[src/rtl/proc_ctrl_if.sv]
// ============================================================================
// Module      : proc_ctrl_if
// Description : Run/instruction inputs and datapath control strobes of the
//               proc_ctrl sequencer.
// Revision    : 1.0 - initial release
// ============================================================================
`default_nettype none

interface proc_ctrl_if;
    logic       run;
    logic [8:0] din;
    logic       irin;
    logic [7:0] rin;
    logic [7:0] rout;
    logic       ain;
    logic       gin;
    logic       gout;
    logic       dinout;
    logic       addsub;
    logic       done;

    modport master (
        output run, din,
        input  irin, rin, rout, ain, gin, gout, dinout, addsub, done
    );

    modport slave (
        input  run, din,
        output irin, rin, rout, ain, gin, gout, dinout, addsub, done
    );
endinterface

`default_nettype wire

[src/rtl/proc_ctrl.sv]
// ============================================================================
// Module      : proc_ctrl
// Description : Four-step control sequencer for a 9-bit mv/mvi/add/sub core.
// Revision    : 1.0 - initial release
// ============================================================================
`default_nettype none

module proc_ctrl (
    input  wire logic    clk,
    input  wire logic    rst,
    proc_ctrl_if.slave   bus
);

    typedef enum logic [1:0] {
        T0 = 2'd0,
        T1 = 2'd1,
        T2 = 2'd2,
        T3 = 2'd3
    } state_t;

    localparam logic [2:0] c_op_mv  = 3'b000;
    localparam logic [2:0] c_op_mvi = 3'b001;
    localparam logic [2:0] c_op_add = 3'b010;
    localparam logic [2:0] c_op_sub = 3'b011;

    state_t     r_state;
    logic [8:0] r_ir;

    logic [2:0] w_op;
    logic [7:0] w_xsel;
    logic [7:0] w_ysel;
    logic       w_arith;

    assign w_op    = r_ir[8:6];
    assign w_xsel  = 8'b0000_0001 << r_ir[5:3];
    assign w_ysel  = 8'b0000_0001 << r_ir[2:0];
    assign w_arith = (w_op == c_op_add) || (w_op == c_op_sub);

    always_ff @(posedge clk) begin
        if (rst) begin
            r_state <= T0;
            r_ir    <= 9'd0;
        end else begin
            case (r_state)
                T0: begin
                    if (bus.run) begin
                        r_ir    <= bus.din;
                        r_state <= T1;
                    end
                end
                T1:      r_state <= w_arith ? T2 : T0;
                T2:      r_state <= T3;
                T3:      r_state <= T0;
                default: r_state <= T0;
            endcase
        end
    end

    // Outputs are decoded directly from state so they hold off while rst is high.
    always_comb begin
        bus.irin   = 1'b0;
        bus.rin    = 8'd0;
        bus.rout   = 8'd0;
        bus.ain    = 1'b0;
        bus.gin    = 1'b0;
        bus.gout   = 1'b0;
        bus.dinout = 1'b0;
        bus.addsub = 1'b0;
        bus.done   = 1'b0;
        if (!rst) begin
            case (r_state)
                T0: bus.irin = bus.run;
                T1: begin
                    case (w_op)
                        c_op_mv: begin
                            bus.rout = w_ysel;
                            bus.rin  = w_xsel;
                            bus.done = 1'b1;
                        end
                        c_op_mvi: begin
                            bus.dinout = 1'b1;
                            bus.rin    = w_xsel;
                            bus.done   = 1'b1;
                        end
                        c_op_add, c_op_sub: begin
                            bus.rout = w_xsel;
                            bus.ain  = 1'b1;
                        end
                        default: bus.done = 1'b1;
                    endcase
                end
                T2: begin
                    bus.rout   = w_ysel;
                    bus.gin    = 1'b1;
                    bus.addsub = (w_op == c_op_sub);
                end
                T3: begin
                    bus.gout = 1'b1;
                    bus.rin  = w_xsel;
                    bus.done = 1'b1;
                end
                default: ;
            endcase
        end
    end

endmodule

`default_nettype wire

[src/flat_wrapper.sv]
// flat-port wrapper written by rule: the top's interface ports become plain ports
module proc_ctrl_flat 
  (clk, rst, bus_run, bus_din, bus_irin, bus_rin, bus_rout, bus_ain, bus_gin, bus_gout, bus_dinout, bus_addsub, bus_done);
  proc_ctrl_if bus_i ();
  input  wire logic clk;
  input  wire logic rst;
  input wire logic [$bits(bus_i.run)-1:0] bus_run;
  input wire logic [$bits(bus_i.din)-1:0] bus_din;
  output wire logic [$bits(bus_i.irin)-1:0] bus_irin;
  output wire logic [$bits(bus_i.rin)-1:0] bus_rin;
  output wire logic [$bits(bus_i.rout)-1:0] bus_rout;
  output wire logic [$bits(bus_i.ain)-1:0] bus_ain;
  output wire logic [$bits(bus_i.gin)-1:0] bus_gin;
  output wire logic [$bits(bus_i.gout)-1:0] bus_gout;
  output wire logic [$bits(bus_i.dinout)-1:0] bus_dinout;
  output wire logic [$bits(bus_i.addsub)-1:0] bus_addsub;
  output wire logic [$bits(bus_i.done)-1:0] bus_done;
  assign bus_i.run = bus_run;
  assign bus_i.din = bus_din;
  assign bus_irin = bus_i.irin;
  assign bus_rin = bus_i.rin;
  assign bus_rout = bus_i.rout;
  assign bus_ain = bus_i.ain;
  assign bus_gin = bus_i.gin;
  assign bus_gout = bus_i.gout;
  assign bus_dinout = bus_i.dinout;
  assign bus_addsub = bus_i.addsub;
  assign bus_done = bus_i.done;
  proc_ctrl u_core (.clk(clk), .rst(rst), .bus(bus_i));
endmodule
[config.mk]
export PLATFORM = sky130hd
export DESIGN_NAME = proc_ctrl_flat
export DESIGN_NICKNAME = d
export VERILOG_FILES = /design/src/rtl/proc_ctrl_if.sv /design/src/rtl/proc_ctrl.sv /design/src/flat_wrapper.sv
export SDC_FILE = /design/constraint.sdc
export NUM_CORES = 1
export LEC_CHECK = 0
export CORE_ASPECT_RATIO = 0.7
export CORE_MARGIN = 4
export CORE_UTILIZATION = 37
export CTS_CLUSTER_SIZE = 25
export DETAILED_ROUTE_END_ITERATION = 10
export HOLD_SLACK_MARGIN = 0.1
export PLACE_DENSITY = 0.82
export SYNTH_ARGS = -nofsm -noshare
export SYNTH_HDL_FRONTEND = slang
export SYNTH_SLANG_ARGS = --single-unit
[constraint.sdc]
create_clock -name clk -period 2.6 [get_ports clk]
set_input_delay 0.52 -clock clk [delete_from_list [all_inputs] [get_ports clk]]
set_output_delay 0.52 -clock clk [all_outputs]
set_load 0.01 [all_outputs]
* After elaboration in Yosys (flattened, before gate mapping)
Index checks and enable logic that the tools add are counted.
Storage, ports and cells: latch bits 0, memories kept 0, output and inout bits 23, ROM bits 0, flip-flop bits (word level) 11, input bits 12, bits in writable memories 0, logic and storage cells 43
Operators by class: multiplexer cells 26, equal/unequal tests 7, divide/modulo/power cells 0, bitwise gates (word level) 0, $mul 0, $lt $le $gt $ge 0, reductions and logical operators 6, $add $sub $neg 0, shifts and indexed selects 2
Operator list (number):
- $pmux W8 S2 | 3
- $mux W8 | 3
- $mux W1 | 16
- $shl A1 B3 Y8 const A | 2
- $pmux W2 S4 | 1
- $eq A3 B2 Y1 const B | 2
- $eq A2 B2 Y1 const B | 2
- $mux W2 | 2
- $reduce_or A2 Y1 | 2
- $eq A3 B1 Y1 const B | 1
- $logic_not A3 Y1 | 1
- $eq A2 B1 Y1 const B | 1
- $logic_not A2 Y1 | 1
- $ne A2 B2 Y1 const B | 1
- $pmux W1 S2 | 1
- $reduce_and A2 Y1 | 1
- $logic_or A1 B1 Y1 | 1

* Logic depth before layout (Yosys ltp)
Gate-level depths: netlist of run 1.
depth in word-level cells 5, depth in mapped cells 6, depth with buffers taken out 5

* Worst setup path after synthesis of run 1
OpenSTA, ideal clock, no wires.
path type flip-flop to output port, start register u_core.r_state[0], end output port bus_rout[1], required time 2.080 ns, stages on the path, launching flop included 6, data arrival time 1.478 ns, setup slack 0.602 ns, path buffers 0, path through dfxtp_1 -> inv_1 -> ha_1 -> nor2b_1 -> nand3b_1 -> o32ai_1
On the way: word-level cells in the longest chain between the ends 3, elaborated cells on any way between the ends 4, classes of those cells eq/ne: 2; mux: 2
Ends and longest elaborated chain:
- start, declared | line proc_ctrl.sv:26 | state_t r_state;
- start signal, assigned | line proc_ctrl.sv:51 | T1: r_state <= w_arith ? T2 : T0;
- $eq A2 B2 Y1 / $eq A2 B1 Y1 (equally long branches) | line proc_ctrl.sv:71 | case (r_state)
- $pmux W8 S2 (*) | line proc_ctrl.sv:71
- $mux W8 (*) | line proc_ctrl.sv:70 | if (!rst) begin
- end, declared | line flat_wrapper.sv:11 | output wire logic [$bits(bus_i.rout)-1:0] bus_rout;
Mark *: on every way between the ends. The rest lies on a longest branch, timed or not.

* Final worst setup path of run 1
start register u_core.r_state[0], end output port bus_rout[3]
Same word-level chain as after synthesis.

==> results of run 1 <==
## placed cells by master, fill, tap and decap left out, types with 2 or more instances in the layout
cell | synthesis | layout
nand2_1 | 21 | 21
o22ai_1 | 4 | 4
clkbuf_4 | 0 | 3
buf_4 | 0 | 7
nor2_1 | 10 | 10
o32ai_1 | 4 | 4
nand4_1 | 2 | 2
nand2b_1 | 3 | 3
inv_1 | 3 | 2
o21ai_1 | 0 | 2
a21oi_1 | 11 | 11
nand3b_1 | 2 | 2
ha_1 | 5 | 4
clkdlybuf4s50_1 | 0 | 24
dlygate4sd2_1 | 0 | 8
nor3_1 | 4 | 4
nor2b_1 | 4 | 3
dfxtp_1 | 11 | 10
## cell type report
cell class | count | area (sq um)
clock buffer | 3 | 22.5
clock inverter | 1 | 5.00
fill | 191 | 691
inverter | 3 | 11.3
multi-input combinational | 86 | 542
sequential | 11 | 224
tap | 22 | 27.5
timing repair buffer | 41 | 380
## per-stage QoR
step                power (mW)  setup TNS (ns)
global placement         0.308           -1.02
floorplan                0.263               0
detailed placement       0.312           -1.81
global route             0.454               0
finish                   0.428               0
CTS                      0.430               0
## cells by family (layout without fill, tap and decap cells)
logic type | count (synthesis) | count (layout) | synth area share (%)
adders and majority gates | 5 | 5 | 8.25
and+or+nand+nor | 57 | 57 | 39.6
buffers and inverters | 7 | 48 | 3.63
AOI/OAI and AO/OA | 24 | 24 | 19.5
DFF | 11 | 11 | 29.0
## layer usage
layer	global-route usage [%]	routed length, um
met4	6.49	20
met3	3.70	174
met2	24.4	902
met5	0	0
met1	19.4	1010
## where the power goes
| group | internal, mW | switching (mW) |
|---|---|---|
| clock | 0.0568 | 0.0528 |
| sequential | 0.181 | 0.0184 |
| combinational | 0.0617 | 0.0576 |
| total | 0.299 | 0.129 |
## registers in the layout (all words and copies together), names as in the netlist, named ones only
name,flops
u_core.r_state,1
u_core.r_ir,9
## worst max-delay path, delay by kind of cell, from the launching register on
family / cells / cell delay [ns]
flip-flops: 1 / 0.39
buffers and inverters: 2 / 0.38
adder cells (fa/ha/maj): 1 / 0.34
AND/OR/NAND/NOR: 2 / 0.32
AO/OA/AOI/OAI: 1 / 0.25
## path summary, 6_finish.rpt
kind | start | end | slack, ns | depth (start not counted)
worst max register to register | u_core.r_state[0]$_SDFFE_PP0P_ | u_core.r_ir[1]$_SDFFE_PP0P_ | 1.32 | 5
worst max-delay path | u_core.r_state[0]$_SDFFE_PP0P_ | bus_rout[3] | 0.14 | 6
worst min-delay path | u_core.r_ir[0]$_SDFFE_PP0P_ | u_core.r_ir[0]$_SDFFE_PP0P_ | 0.50 | 2
worst min register to register | u_core.r_ir[0]$_SDFFE_PP0P_ | u_core.r_ir[0]$_SDFFE_PP0P_ | 0.50 | 2
## what timing repair did
| action | CTS | global route |
|---|---|---|
| pin swaps | 2 | 1 |
| setup buffers | 4 | 0 |
| resized for setup | 18 | 5 |
| gates cloned | 0 | 0 |
| hold buffers | 0 | 0 |
| setup endpoints to repair | 16 | 11 |
==> results.py, run 1 <==
metrics = {
    "status": {
        "outcome": "complete, no violations",
    },
    "clocking": {
        "clk_latency_ns": 0.26,
        "clock_path_buffers": 2,
        "root_buffer": "clkbuf_4",
        "cts.clk_slew.worst_paths_ns": 0.07,
        "cts_tree": "built",
        "htree_levels": 1,
        "cts_buffers": 3,
        "cts_sinks": 11,
    },
    "setup_path": {
        "cp_slowest_stage_delay_ns": 0.39,
        "critPathLaunchType": "register",
        "crit_path_end_kind": "primary output",
        "crit_arrival_ns": 1.94,
        "crit_required_ns": 2.08,
        "worst_path_max_delay_cell": "dfxtp_4",
        "cp_max_fo": 6,
        "crit_type": "register to primary output",
        "crit_chain": "inv_1 > ha_1 > nor2b_4 > nand3_1 > o32ai_1 > dlygate4sd2_1",
    },
    "logic_synthesis": {
        "ys_seq_elements": 11,
        "synth-main-ff-cell": "dfxtp_1",
        "yosysTopAreaCell": "dfxtp_1",
        "syn_nets": 121,
        "synth.yosys.warnings": 0,
        "ys_top_cells_by_area": "dfxtp_1, nand2_1, ha_1, a21oi_1, nor2_1",
        "synth.most_common_cell": "nand2_1",
        "synth_cell_types": 31,
        "syn_area_sq_um": 758,
        "synth-edff-count": 0,
        "netlist.area_leader.share_pct": 29.0,
        "async_flop_share_pct": 0,
        "synth_common_cells": "nand2_1, a21oi_1, dfxtp_1, nor2_1, ha_1",
        "syn_avg_cell_area_sq_um": 7.29,
        "ys_seq_area_share_pct": 29.0,
        "syn_inst": 104,
    },
    "floorplanning": {
        "core_sq_um": 1900,
        "die_height_um": 45.9,
        "fp.dieW_um": 62.1,
        "rows": 13,
        "dieArea_sq_um": 2850,
        "io-pin-count": 35,
        "initial_core_util_pct": 39.8,
    },
    "placed_design": {
        "place_area_sq_um": 1130,
        "gp_congestion": 0.863,
        "io_buffers": 34,
        "dpl.hpwl_um": 1740,
        "dp_slack_ns": -0.218,
        "dp_cells": 159,
    },
    "timing": {
        "setup_viol": 0,
        "fmax_mhz": 406,
        "tightest_slew_ns": 0.309,
        "timing.hold.ws_ns": 0.498,
        "fin_ws_ns": 0.137,
        "period_needed_ns": 2.46,
        "finalHoldViolCount": 0,
        "slew_violations": 0,
        "fin_crit_sh_pct": 94.7,
        "skew_ns": 0.00566,
        "rsz0062_at_grt": "no",
        "max_slew_margin_pct": 79.3,
    },
    "cells_and_area": {
        "design_area_sq_um": 1210,
        "diodes": 0,
        "layout.nets": 163,
        "fin_util_pct": 63.7,
        "areaGrowthSynthToFinish_pct": 59.9,
        "drive_gt1_share_pct": 14.5,
        "final_cell_count_no_fill": 167,
    },
    "global_routing": {
        "grt_overflow_total": 0,
        "first_global_vias": 805,
        "grt_pass1_wl_um": 3460,
        "grt_start_max_net_pins": 14,
        "antenna_found_initial": 0,
        "gr-usage-all-layers_pct": 15.1,
    },
    "routing": {
        "ant_nets": 0,
        "drt_iter0_drc": 40,
        "viasPerCell": 5.23,
        "wl_per_cell_um": 12.6,
        "totalWireLength_um": 2100,
        "dr_total_vias": 873,
        "drt-pass1-iter-count": 4,
        "remaining_drc_errors": 0,
    },
    "power_and_ir_drop": {
        "power_density_nw_per_um2": 353,
        "peakVddDrop_v": 0.000231,
        "leakagePower_nw": 0.491,
    },
    "hold_path": {
        "hp-class": "register to register",
    },
    "job": {
        "cap_violations": 0,
    },
}
(Power assumes the default switching activity.)
==> inputs of run 2 (changes only) <==
--- a/config.mk
+++ b/config.mk
@@ -10,7 +10,7 @@
 export CORE_UTILIZATION = 37
 export CTS_CLUSTER_SIZE = 25
 export DETAILED_ROUTE_END_ITERATION = 10
-export HOLD_SLACK_MARGIN = 0.1
+export HOLD_SLACK_MARGIN = 0.06
 export PLACE_DENSITY = 0.82
 export SYNTH_ARGS = -nofsm -noshare
 export SYNTH_HDL_FRONTEND = slang
==> results of run 2 <==
Final layout, timing and power as in run 1 (identical DEF).
==> inputs of run 3 (changes only) <==
--- a/config.mk
+++ b/config.mk
@@ -12,6 +12,7 @@
 export DETAILED_ROUTE_END_ITERATION = 10
 export HOLD_SLACK_MARGIN = 0.06
 export PLACE_DENSITY = 0.82
+export REMOVE_ABC_BUFFERS = 1
 export SYNTH_ARGS = -nofsm -noshare
 export SYNTH_HDL_FRONTEND = slang
 export SYNTH_SLANG_ARGS = --single-unit
==> run 3 against run 2 <==
  * Final area is 1.1% higher
  * Critical path depth grew 1
  * Sequential power about the same
  * Largest cell class unchanged
  * Combinational power up 9%
  * Non-clock buffer count fell by 1
  * Register-to-register slack hardly changed
  * Hold slack improved by 0.0088 ns
  * Total power grew 3.5%
  * Sequential cell count unchanged
  * Global-route usage grew 1.0 points
==> results.py, run 3 (synthesis gave the netlist of run 1 again) <==
metrics = {
    "timing": {
        "finalHoldViolCount": 0,
        "period_needed_ns": 2.46,
        "fin_crit_sh_pct": 94.7,
        "max_slew_margin_pct": 71.0,
        "tightest_slew_ns": 0.431,
        "setup_viol": 0,
        "fmax_mhz": 406,
        "timing.hold.ws_ns": 0.507,
        "slew_violations": 0,
        "skew_ns": 0.00433,
    },
    "setup_path": {
        "startpoint": "u_core.r_state[0]$_SDFFE_PP0P_",
        "crit_path_frequent_cell": "buf_4",
        "crit_type": "register to primary output",
        "cp-endpoint": "bus_rout[2]",
        "crit_arrival_ns": 1.94,
        "crit_path_end_kind": "primary output",
        "crit_required_ns": 2.08,
        "r2r_slack_ns": 1.33,
        "cp_max_fo": 5,
        "crit-reg2reg-capture": "u_core.r_ir[5]$_SDFFE_PP0P_",
        "cp_slowest_stage_delay_ns": 0.34,
        "r2r_cells": 5,
        "worst_path_max_delay_cell": "dfxtp_1",
        "critPathLaunchType": "register",
        "crit_chain": "buf_4 > ha_4 > nor3b_4 > buf_4 > nand4b_1 > o32ai_2 > clkdlybuf4s15_1",
    },
    "placed_design": {
        "gp_congestion": 0.818,
        "place_area_sq_um": 1140,
        "dpl.hpwl_um": 1780,
        "io_buffers": 34,
    },
    "hold_path": {
        "hp-class": "register to register",
        "whs_path_depth": 2,
    },
    "routing": {
        "dr_total_vias": 918,
        "totalWireLength_um": 2300,
        "ant_nets": 0,
        "wl_per_cell_um": 13.9,
        "remaining_drc_errors": 0,
        "drt-pass1-iter-count": 5,
        "drt_iter0_drc": 43,
        "viasPerCell": 5.53,
    },
    "job": {
        "cap_violations": 0,
    },
    "clocking": {
        "cts_sinks": 11,
        "clk_latency_ns": 0.27,
        "cts.clk_slew.worst_paths_ns": 0.07,
        "root_buffer": "clkbuf_4",
        "htree_levels": 1,
        "cts_tree": "built",
        "clock_path_buffers": 2,
        "cts_buffers": 3,
    },
    "cells_and_area": {
        "design_area_sq_um": 1230,
        "layout.nets": 162,
        "final_cell_mix": "nand2_1, clkdlybuf4s50_1, a21oi_1, dfxtp_1, nor2_1",
        "layout_commonest_cell": "nand2_1",
        "diodes": 0,
        "drive_gt1_share_pct": 16.7,
        "biggestRegsByFlops": "u_core.r_ir: 9 flops, u_core.r_state: 1 flops",
        "largest_reg_flops": 9,
        "areaGrowthSynthToFinish_pct": 61.7,
        "top_register": "u_core.r_ir",
    },
    "floorplanning": {
        "core_sq_um": 1900,
        "fp.dieW_um": 62.1,
        "io-pin-count": 35,
        "dieArea_sq_um": 2850,
        "initial_core_util_pct": 39.8,
        "die_height_um": 45.9,
        "rows": 13,
    },
    "power_and_ir_drop": {
        "peakVddDrop_v": 0.000301,
        "leakagePower_nw": 0.522,
        "power_density_nw_per_um2": 361,
    },
    "global_routing": {
        "antenna_found_initial": 0,
        "first_global_vias": 794,
        "grt_start_max_net_pins": 16,
        "grt_pass1_wl_um": 3590,
        "gr-usage-all-layers_pct": 16.1,
        "grt_overflow_total": 0,
    },
    "status": {
        "outcome": "complete, no violations",
    },
}
-- run 3: power by group --
part           switching [mW]  internal [mW]  total (mW)  leakage (nW)
clock                  0.0564         0.0593       0.116        0.0150
sequential             0.0176          0.180       0.198        0.0903
combinational          0.0649         0.0648       0.130         0.416
total                   0.139          0.304       0.443         0.522
-- run 3: worst max-delay path: cells and delay by family (launching register included) --
| family | cells | cell delay, ns |
|---|---|---|
| DFF | 1 | 0.34 |
| buffers and inverters | 3 | 0.56 |
| and+or+nand+nor | 2 | 0.45 |
| AOI/OAI and AO/OA | 1 | 0.17 |
| adders and majority gates | 1 | 0.16 |
-- run 3: layout make-up --
class | instances | area [sq um]
fill | 175 | 677
multi-input combinational | 86 | 573
timing repair buffer | 40 | 368
sequential | 11 | 220
tap | 22 | 27.5
clock buffer | 4 | 26.3
inverter | 3 | 11.3
-- run 3: layer usage --
metal  GRT usage [%]  up-vias  wire length (um)
li1                -      450                 -
met1            19.3      422              1060
met2            26.0       44              1040
met3            4.44        2               179
met4            9.96        0                18
met5               0        -                 0
-- run 3: per-stage QoR --
stage / util, % / power [mW] / worst slack [ns] / cells / setup TNS (ns)
2_1_floorplan: - / 0.258 / 0.602 / 100 / 0
3_3_place_gp: 59.9 / 0.311 / -0.164 / 160 / -0.860
3_5_place_dp: 59.9 / 0.315 / -0.244 / 160 / -1.40
4_1_cts: 61.7 / 0.432 / 0.0154 / 166 / 0
5_1_grt: 64.4 / 0.469 / -0.00827 / 166 / -0.00827
6_report: 64.4 / 0.443 / 0.138 / 166 / 0
-- run 3: how the worst min path moves through the flow --
stage                                      startpoint                          end
final                     u_core.r_ir[0]$_SDFFE_PP0P_  u_core.r_ir[0]$_SDFFE_PP0P_
after global routing      u_core.r_ir[6]$_SDFFE_PP0P_  u_core.r_ir[6]$_SDFFE_PP0P_
after CTS                 u_core.r_ir[3]$_SDFFE_PP0P_  u_core.r_ir[3]$_SDFFE_PP0P_
after detailed placement  u_core.r_ir[3]$_SDFFE_PP0P_  u_core.r_ir[3]$_SDFFE_PP0P_
after global placement    u_core.r_ir[3]$_SDFFE_PP0P_  u_core.r_ir[3]$_SDFFE_PP0P_
after floorplan           u_core.r_ir[6]$_SDFFE_PP0P_  u_core.r_ir[6]$_SDFFE_PP0P_
-- run 3: repair_timing --
action                                  CTS  global route
pin swaps                                 1             4
buffers inserted                          2             0
gates resized for setup                  14            20
hold buffers                              0             0
endpoints found under the setup margin   16            15
endpoints found under the hold margin     0             0
